--- config.mk ---
export PLATFORM = sky130hd
export DESIGN_NAME = usram_fifo_ctrl
export DESIGN_NICKNAME = d
export VERILOG_FILES = /design/src/rtl/usram_fifo_ctrl.sv
export SDC_FILE = /design/constraint.sdc
export NUM_CORES = 1
export LEC_CHECK = 0
export ABC_AREA = 1
export CORE_MARGIN = 1.5
export CORE_UTILIZATION = 35
export CTS_CLUSTER_SIZE = 28
export DETAILED_ROUTE_END_ITERATION = 16
export PLACE_DENSITY = 0.74
export SYNTH_ARGS = -nofsm -noshare
export SYNTH_HDL_FRONTEND = slang
export SYNTH_SLANG_ARGS = --single-unit
--- constraint.sdc ---
create_clock -name clk -period 3 [get_ports clk]
set_input_delay 0.45 -clock clk [delete_from_list [all_inputs] [get_ports clk]]
set_output_delay 0.45 -clock clk [all_outputs]
set_load 0.05 [all_outputs]
--- src/rtl/usram_fifo_ctrl.sv ---
// rtl/usram_fifo_ctrl.sv - WE/RE FIFO controller driving a 64x18 uSRAM (write port C, read port A)
// Optional build macro USRAM_FIFO_CTRL_OUTREG_EN adds a Q output register (2-cycle read latency).
module usram_fifo_ctrl #(
    parameter int DEPTH     = 64,
    parameter int AFULL_TH  = 60,
    parameter int AEMPTY_TH = 4
) (
    input  logic        clk,
    input  logic        reset,
    input  logic        we,
    input  logic [17:0] data,
    input  logic        re,
    output logic [17:0] q,
    output logic        valid,
    output logic        full,
    output logic        afull,
    output logic        empty,
    output logic        aempty,
    output logic [6:0]  count,
    output logic        overflow,
    output logic        underflow,
    output logic [5:0]  ram_c_addr,
    output logic [17:0] ram_c_din,
    output logic        ram_c_wen,
    output logic        ram_c_blk,
    output logic [5:0]  ram_a_addr,
    output logic        ram_a_addr_en,
    output logic        ram_a_blk,
    output logic        ram_a_addr_srst_n,
    input  logic [17:0] ram_a_dout
);

    localparam logic [5:0] LAST_PTR = 6'(DEPTH - 1);
    localparam logic [6:0] DEPTH_C  = 7'(DEPTH);
    localparam logic [6:0] AFULL_C  = 7'(AFULL_TH);
    localparam logic [6:0] AEMPTY_C = 7'(AEMPTY_TH);

    logic [5:0] wr_ptr;
    logic [5:0] rd_ptr;
    logic [6:0] count_r;
    logic [6:0] count_next;
    logic       full_r;
    logic       afull_r;
    logic       empty_r;
    logic       aempty_r;
    logic       overflow_r;
    logic       underflow_r;
    logic       rd_pend;
    logic       wr_acc;
    logic       rd_acc;

    // Acceptance looks only at the registered flags; reset blocks both strobes.
    assign wr_acc = we & ~full_r & ~reset;
    assign rd_acc = re & ~empty_r & ~reset;

    always_comb begin
        count_next = count_r;
        case ({wr_acc, rd_acc})
            2'b10:   count_next = count_r + 7'd1;
            2'b01:   count_next = count_r - 7'd1;
            default: count_next = count_r;
        endcase
    end

    always_ff @(posedge clk) begin
        if (reset) begin
            wr_ptr      <= '0;
            rd_ptr      <= '0;
            count_r     <= '0;
            full_r      <= 1'b0;
            afull_r     <= 1'b0;
            empty_r     <= 1'b1;
            aempty_r    <= 1'b1;
            overflow_r  <= 1'b0;
            underflow_r <= 1'b0;
            rd_pend     <= 1'b0;
        end else begin
            if (wr_acc) begin
                wr_ptr <= (wr_ptr == LAST_PTR) ? 6'd0 : wr_ptr + 6'd1;
            end
            if (rd_acc) begin
                rd_ptr <= (rd_ptr == LAST_PTR) ? 6'd0 : rd_ptr + 6'd1;
            end
            count_r     <= count_next;
            full_r      <= (count_next == DEPTH_C);
            afull_r     <= (count_next >= AFULL_C);
            empty_r     <= (count_next == 7'd0);
            aempty_r    <= (count_next <= AEMPTY_C);
            overflow_r  <= we & full_r;
            underflow_r <= re & empty_r;
            rd_pend     <= rd_acc;
        end
    end

`ifdef USRAM_FIFO_CTRL_OUTREG_EN
    logic [17:0] q_r;
    logic        valid_r;

    // Capture the uSRAM word one cycle after the address enable; Q holds between reads.
    always_ff @(posedge clk) begin
        if (reset) begin
            q_r     <= '0;
            valid_r <= 1'b0;
        end else begin
            valid_r <= rd_pend;
            if (rd_pend) begin
                q_r <= ram_a_dout;
            end
        end
    end

    assign q     = q_r;
    assign valid = valid_r;
`else
    assign q     = ram_a_dout;
    assign valid = rd_pend;
`endif

    assign full              = full_r;
    assign afull             = afull_r;
    assign empty             = empty_r;
    assign aempty            = aempty_r;
    assign count             = count_r;
    assign overflow          = overflow_r;
    assign underflow         = underflow_r;
    assign ram_c_addr        = wr_ptr;
    assign ram_c_din         = data;
    assign ram_c_wen         = wr_acc;
    assign ram_c_blk         = 1'b1;
    assign ram_a_addr        = rd_ptr;
    assign ram_a_addr_en     = rd_acc;
    assign ram_a_blk         = 1'b1;
    assign ram_a_addr_srst_n = ~reset;

endmodule

==> metrics.md, run 1 <==
| Metric | Value |
|---|---|
| Vias per cell | between 4 and 5 |
| CP arrival | around 2.8 ns |
| Hold buffers post-CTS | 0 |
| Hold Fails Final Rpt | 0 |
| Clock slew seen by the registers of the worst setup and hold paths | ~0.090 ns |
| Worst min path class | flip-flop to flip-flop |
| First-pass GRT wire length | approximately 5200 um |
| Dominant cells by area after synthesis | dfxtp_1 (32%), buf_4 (17%), nand2_1 (12%) |
| DRC errors left | 7 |
| Htree depth | 1 |
| Nets@finish | around 280 |
| Core Box Area | ~4400 sq um |
| Setup-failing EPs final | 0 |
| Die span in y | just over 70 um |
| Seq/Total Area, Yosys | between 30% and 40% |
| CTS tree | built |
| CTS max path bufs | 2 |
| Min Hold Slack | approximately 0.46 ns |
| Worst setup EP type | flip-flop |
| Synthesis Warnings | 0 |
| Die area | approximately 5100 sq um |
| CP max FO | 7 |
| Share of synthesized registers carrying an async set or reset | 0% |
| RSZ-0062 raised after global routing | no |
| Leakage dissipation | around 0.00088 uW |
| Instance area at placement | 1797 sq um |
| Post-Syn Area per Cell | a little over 7 sq um |
| Antenna viol nets, final | 0 |
| Post-CTS resize count | 0 |
| Tot GR Track Use | 12.37% |
| Core Rows | 24 |
| Initial DRC count | 71 |
| Synth Register Bits | 26 |
| Most area-hungry cell type in the Yosys netlist | dfxtp_1 |
| Number of diodes | 0 |
| Commonest non-fill, non-tap cell in the layout | nand2_1 |
| Commonest cells after routing, fill and taps aside | nand2_1 (51), clkdlybuf4s50_1 (29), dfxtp_1 (26), inv_1 (24), nor2_1 (23) |
| WL final | just over 3000 um |
| Synth-to-layout area growth | 13.45% |
| Violated checks | design-rule violations |
| Setup CP Type | input port to flip-flop |
| Main flop type after synthesis | dfxtp_1 |
| Synthesized cell area | roughly 1600 sq um |
| TNS Setup | 0 ns |
| Setup bufs post-CTS | 0 |
| Rel. slew slack | 66.54% |
| Post-synth EDFFs | 0 |
| Share of the synthesized area in the top cell type | 31.61% |
| Initial antenna violation count | 0 |
| Share of layout cells above drive strength 1 | around a tenth |
| Die X | between 70 and 80 um |
| Vias in the first global route | approximately 1200 |
| Worst setup SP type | input port |
| Critical Path RT | between 3 and 4 ns |
| 1st-pass router iterations | 14 |
| Status | complete, but fails checks |
| Final setup margin | approximately 0.44 ns |
| Pre-CTS WS | approximately 0.19 ns |
| Minimum clock period | 2.558 ns |
| Congestion Overflow GR | 0 |
| Tcrit/Tclk final | around 85% |
| HPWL Detailed | roughly 2400 um |
| Max-slew violation count | 0 |
| Max Clock Freq | between 0.3 and 0.4 GHz |
| CTS Sinks | 26 |
| I/O Buffers | 32 |
| PD cells | approximately 500 nW/um^2 |
| Slew @ Worst Pin | around 0.50 ns |
| Clk pwr share | approximately 30% |
| Via count | 1294 |
| Synth unique cells | 27 |
| Routed wire length per instance | 10.66 um |
| Syn Inst Count | roughly 230 |
| Max FFs per register | 7 |
| Internal | ~640 uW |
| I/O Pins | between 100 and 150 |
| Largest net degree at the start of global routing | 16 |
| GP Congestion | 0.8336 |
| Maxcap violations | 0 |
| Worst VDD drop | roughly 0.23 mV |
| Clk Latency, worst-skew pair | ~0.27 ns |
| Switching Power | around 300 uW |
| Finished Cell Area | around 1900 sq um |
| Comb power frac | 29.3% |
| Initial Utilization | 37.05% |
| Root Buffer | clkbuf_8 |
| Sw Ratio | ~33% |
| Seq pwr share | between 40% and 50% |
| Inserted Clock Buffers | 3 |
| Setup Skew | ~0.005 ns |
==> through the flow <==
stage	power [uW]	util, %	cells
after floorplan	716.6	-	233
after global placement	667.2	40.43	282
after detailed placement	669.1	40.43	282
after CTS	954.9	42.03	286
after global routing	994.2	42.03	286
final	945.5	42.03	286
==> kinds of logic after synthesis <==
family,synth area share (%)
AO/OA/AOI/OAI,4.939
adder cells (fa/ha/maj),7.295
flip-flops,31.61
other,0.2277
AND/OR/NAND/NOR,28.49
buffers and inverters,24.24
XOR/XNOR,3.192
==> power groups by stage <==
stage | sequential [uW] | combinational [uW] | clock (uW)
CTS | 384 | 279 | 292
detailed placement | 391 | 278 | 0
global route | 387 | 305 | 303
floorplan | 458 | 259 | 0
finish | 383 | 277 | 285
global placement | 392 | 275 | 0
==> critical path, stage by stage <==
cell and delay (ns):
clkdlybuf4s50_1 0.44, inv_2 0.10, nand3_2 0.15, ha_1 0.25, buf_4 0.16, ha_1 0.35, inv_1 0.07, nand2_1 0.09
nand3_1 0.12, nand2_1 0.08, nand2_1 0.04, nand3_1 0.08, nand2_1 0.09, nor2_2 0.13, inv_1 0.07, nor2_2 0.09
==> Yosys cell counts (3+ instances only) <==
cell type   n
nand3_1    21
xor2_1      3
nand3_2     3
inv_2       3
nor2_1     23
dfxtp_1    26
inv_1      24
a21oi_1     9
nand2_1    51
buf_4      38
ha_1        8
xnor2_1     3
==> path summary, 6_finish.rpt <==
check              startpoint                   end  slack [ns]  cells after the start
max                     reset       full$_SDFF_PP0_        0.44                     16
min          empty$_SDFF_PP1_  underflow$_SDFF_PP0_        0.46                      2
max reg2reg   full$_SDFF_PP0_       full$_SDFF_PP0_        0.79                     15
min reg2reg  empty$_SDFF_PP1_  underflow$_SDFF_PP0_        0.46                      2
==> layout make-up <==
cell class,instances,area (sq um)
Timing Repair Buffer,37,375.4
Tap cell,52,65.06
Fill cell,455,2576
Multi-Input combinational cell,139,730.7
Sequential cell,26,520.5
Inverter,28,105.1
Clock buffer,3,41.29
Clock inverter,1,30.03
==> routing by layer <==
layer / part of all wire (%) / GRT usage, % / vias to the layer above
li1: - / - / 686
met1: 49 / 16.42 / 560
met2: 43 / 20.25 / 44
met3: 7.6 / 3.657 / 4
met4: 0.43 / 2.306 / 0
met5: 0 / 0 / -
No activity file was read; power rests on OpenSTA's default activity.
==> run 2, diff against run 1 <==
- RECOVER_POWER: default -> 25
==> results of run 2 <==
The final DEF is identical to that of run 1; final timing and power are the same.
==> run 3, diff against run 2 <==
- CORE_ASPECT_RATIO: default -> 0.6
- CORE_MARGIN: 1.5 -> default
==> metrics.md, run 3 (synthesized netlist as in run 1, its figures left out) <==
| Metric | Value |
|---|---|
| Status | completed |
| Worst min path class | flip-flop to flip-flop |
| RSZ-0062 raised after global routing | no |
| Worst VDD drop | around 0.18 mV |
| CTS Sinks | 26 |
| Critical Path RT | ~3.2 ns |
| Utilization after layout | 43.28% |
| I/O Pins | approximately 110 |
| Max FFs per register | 7 |
| Max Clock Freq | slightly below 0.4 GHz |
| Setup CP Type | input port to flip-flop |
| Reg-to-Reg Start | full$_SDFF_PP0_ |
| Hold Fails Final Rpt | 0 |
| Via count | about 1300 |
| Die area | between 4000 and 5000 sq um |
| Initial antenna violation count | 0 |
| Largest net degree at the start of global routing | 15 |
| Core Rows | 18 |
| Htree depth | 1 |
| Nets@finish | 284 |
| Post-CTS resize count | 0 |
| Commonest non-fill, non-tap cell in the layout | nand2_1 |
| I/O Buffers | 32 |
| First-pass GRT wire length | between 5000 and 6000 um |
| Minimum clock period | 2.575 ns |
| Tcrit/Tclk final | around 86% |
| Routed wire length per instance | 10.82 um |
| CP arrival | between 2 and 3 ns |
| R2r endpoint | full$_SDFF_PP0_ |
| Synth-to-layout area growth | 13.07% |
| PD cells | ~480 nW/um^2 |
| Worst Hold End | underflow$_SDFF_PP0_ |
| R2R setup slack | roughly 0.80 ns |
| Hold wc startpoint | empty$_SDFF_PP1_ |
| TNS Setup | 0 ns |
| Root Buffer | clkbuf_8 |
| Hold path depth | 2 |
| Initial Utilization | between 30% and 40% |
| Maxcap violations | 0 |
| Initial DRC count | 49 |
| GP Congestion | between 0.7 and 0.8 |
| CP max FO | 7 |
| HPWL Detailed | around 2500 um |
| Clk Latency, worst-skew pair | 0.27 ns |
| Clock slew seen by the registers of the worst setup and hold paths | about 0.090 ns |
| DRC errors left | 0 |
| Worst setup EP type | flip-flop |
| Inserted Clock Buffers | 3 |
| Die span in y | 55.13 um |
| WL final | approximately 3200 um |
| Setup-failing EPs final | 0 |
| Min Hold Slack | roughly 0.46 ns |
| Commonest cells after routing, fill and taps aside | nand2_1 (51), clkdlybuf4s50_1 (29), dfxtp_1 (26), inv_1 (24), nor2_1 (23) |
| Setup Skew | between 0.005 and 0.006 ns |
| Slew @ Worst Pin | between 0.5 and 0.6 ns |
| 1st-pass router iterations | 4 |
| Die X | just over 90 um |
| Max-slew violation count | 0 |
| Filler cells | between 400 and 500 |
| CTS max path bufs | 2 |
| Overall Power | 888.8 uW |
| Core Box Area | between 4000 and 5000 sq um |
| Congestion Overflow GR | 0 |
| Number of diodes | 0 |
| Rel. slew slack | between 60% and 70% |
| CTS tree | built |
| Share of layout cells above drive strength 1 | a little over a tenth |
| Hold buffers post-CTS | 0 |
| Antenna viol nets, final | 0 |
| Vias per cell | 4.473 |
| Worst setup SP type | input port |
| Setup bufs post-CTS | 0 |
| Tot GR Track Use | between 10% and 20% |
| Leakage dissipation | between 0.0008 and 0.0009 uW |
| Reg2Reg Depth | 15 |
| Vias in the first global route | ~1100 |
==> run 3: cell count changes in the layout (fill, tap and decap cells not counted), sizes merged <==
cell and change:
bufinv -1, clkbuf +1
==> run 3: area by class of cell <==
class	instances	area, sq um	share of cell area [%]
multi-input combinational	139	730.7	39.25
sequential	26	520.5	27.96
timing repair buffer	37	375.4	20.16
inverter	28	105.1	5.645
tap	60	75.07	4.032
clock buffer	4	55.05	2.957
==> run 3: worst max path at each step <==
stage	from	to	slack, ns	cells past startpoint
after floorplan	empty$_SDFF_PP1_	aempty$_SDFF_PP1_	0.28	16
after global placement	reset	full$_SDFF_PP0_	0.21	16
after detailed placement	reset	full$_SDFF_PP0_	0.15	16
after CTS	reset	full$_SDFF_PP0_	0.43	16
after global routing	reset	full$_SDFF_PP0_	0.20	16
final	reset	full$_SDFF_PP0_	0.42	16
==> run 3: through the flow <==
| stage | instances | setup WS, ns | instance area (sq um) |
|---|---|---|---|
| after global routing | 294 | 0.2030 | 1862 |
| after detailed placement | 290 | 0.1511 | 1807 |
| after CTS | 294 | 0.4291 | 1862 |
| after floorplan | 233 | 0.2790 | 1650 |
| after global placement | 290 | 0.2138 | 1807 |
| final | 294 | 0.4248 | 1862 |
==> run 3: power by group <==
group | internal, uW | leakage (uW) | total, uW | switching (uW)
logic | 93.6 | 0.000636 | 280 | 186
clock network | 117 | 0.0000288 | 227 | 109
registers | 365 | 0.000212 | 382 | 17.0
==> run 3: metal layers <==
metal | routed length (um) | vias up | share of wire [%] | track usage (%)
met3 | 271 | 5 | 8.5 | 5.191
met2 | 1089 | 43 | 34 | 17.42
met4 | 21 | 0 | 0.66 | 2.688
met5 | 0 | - | 0 | 0
li1 | - | 690 | - | -
met1 | 1799 | 577 | 57 | 19.61
==> run 3: critical path, cell delays in order <==
cell and delay, ns:
clkdlybuf4s50_1 0.43, inv_2 0.13, nand3_2 0.16, ha_1 0.25
buf_4 0.17, ha_1 0.35, inv_1 0.08, nand2_1 0.08
nand3_1 0.12, nand2_1 0.08, nand2_1 0.05, nand3_1 0.08
nand2_1 0.10, nor2_2 0.13, inv_1 0.06, nor2_2 0.07
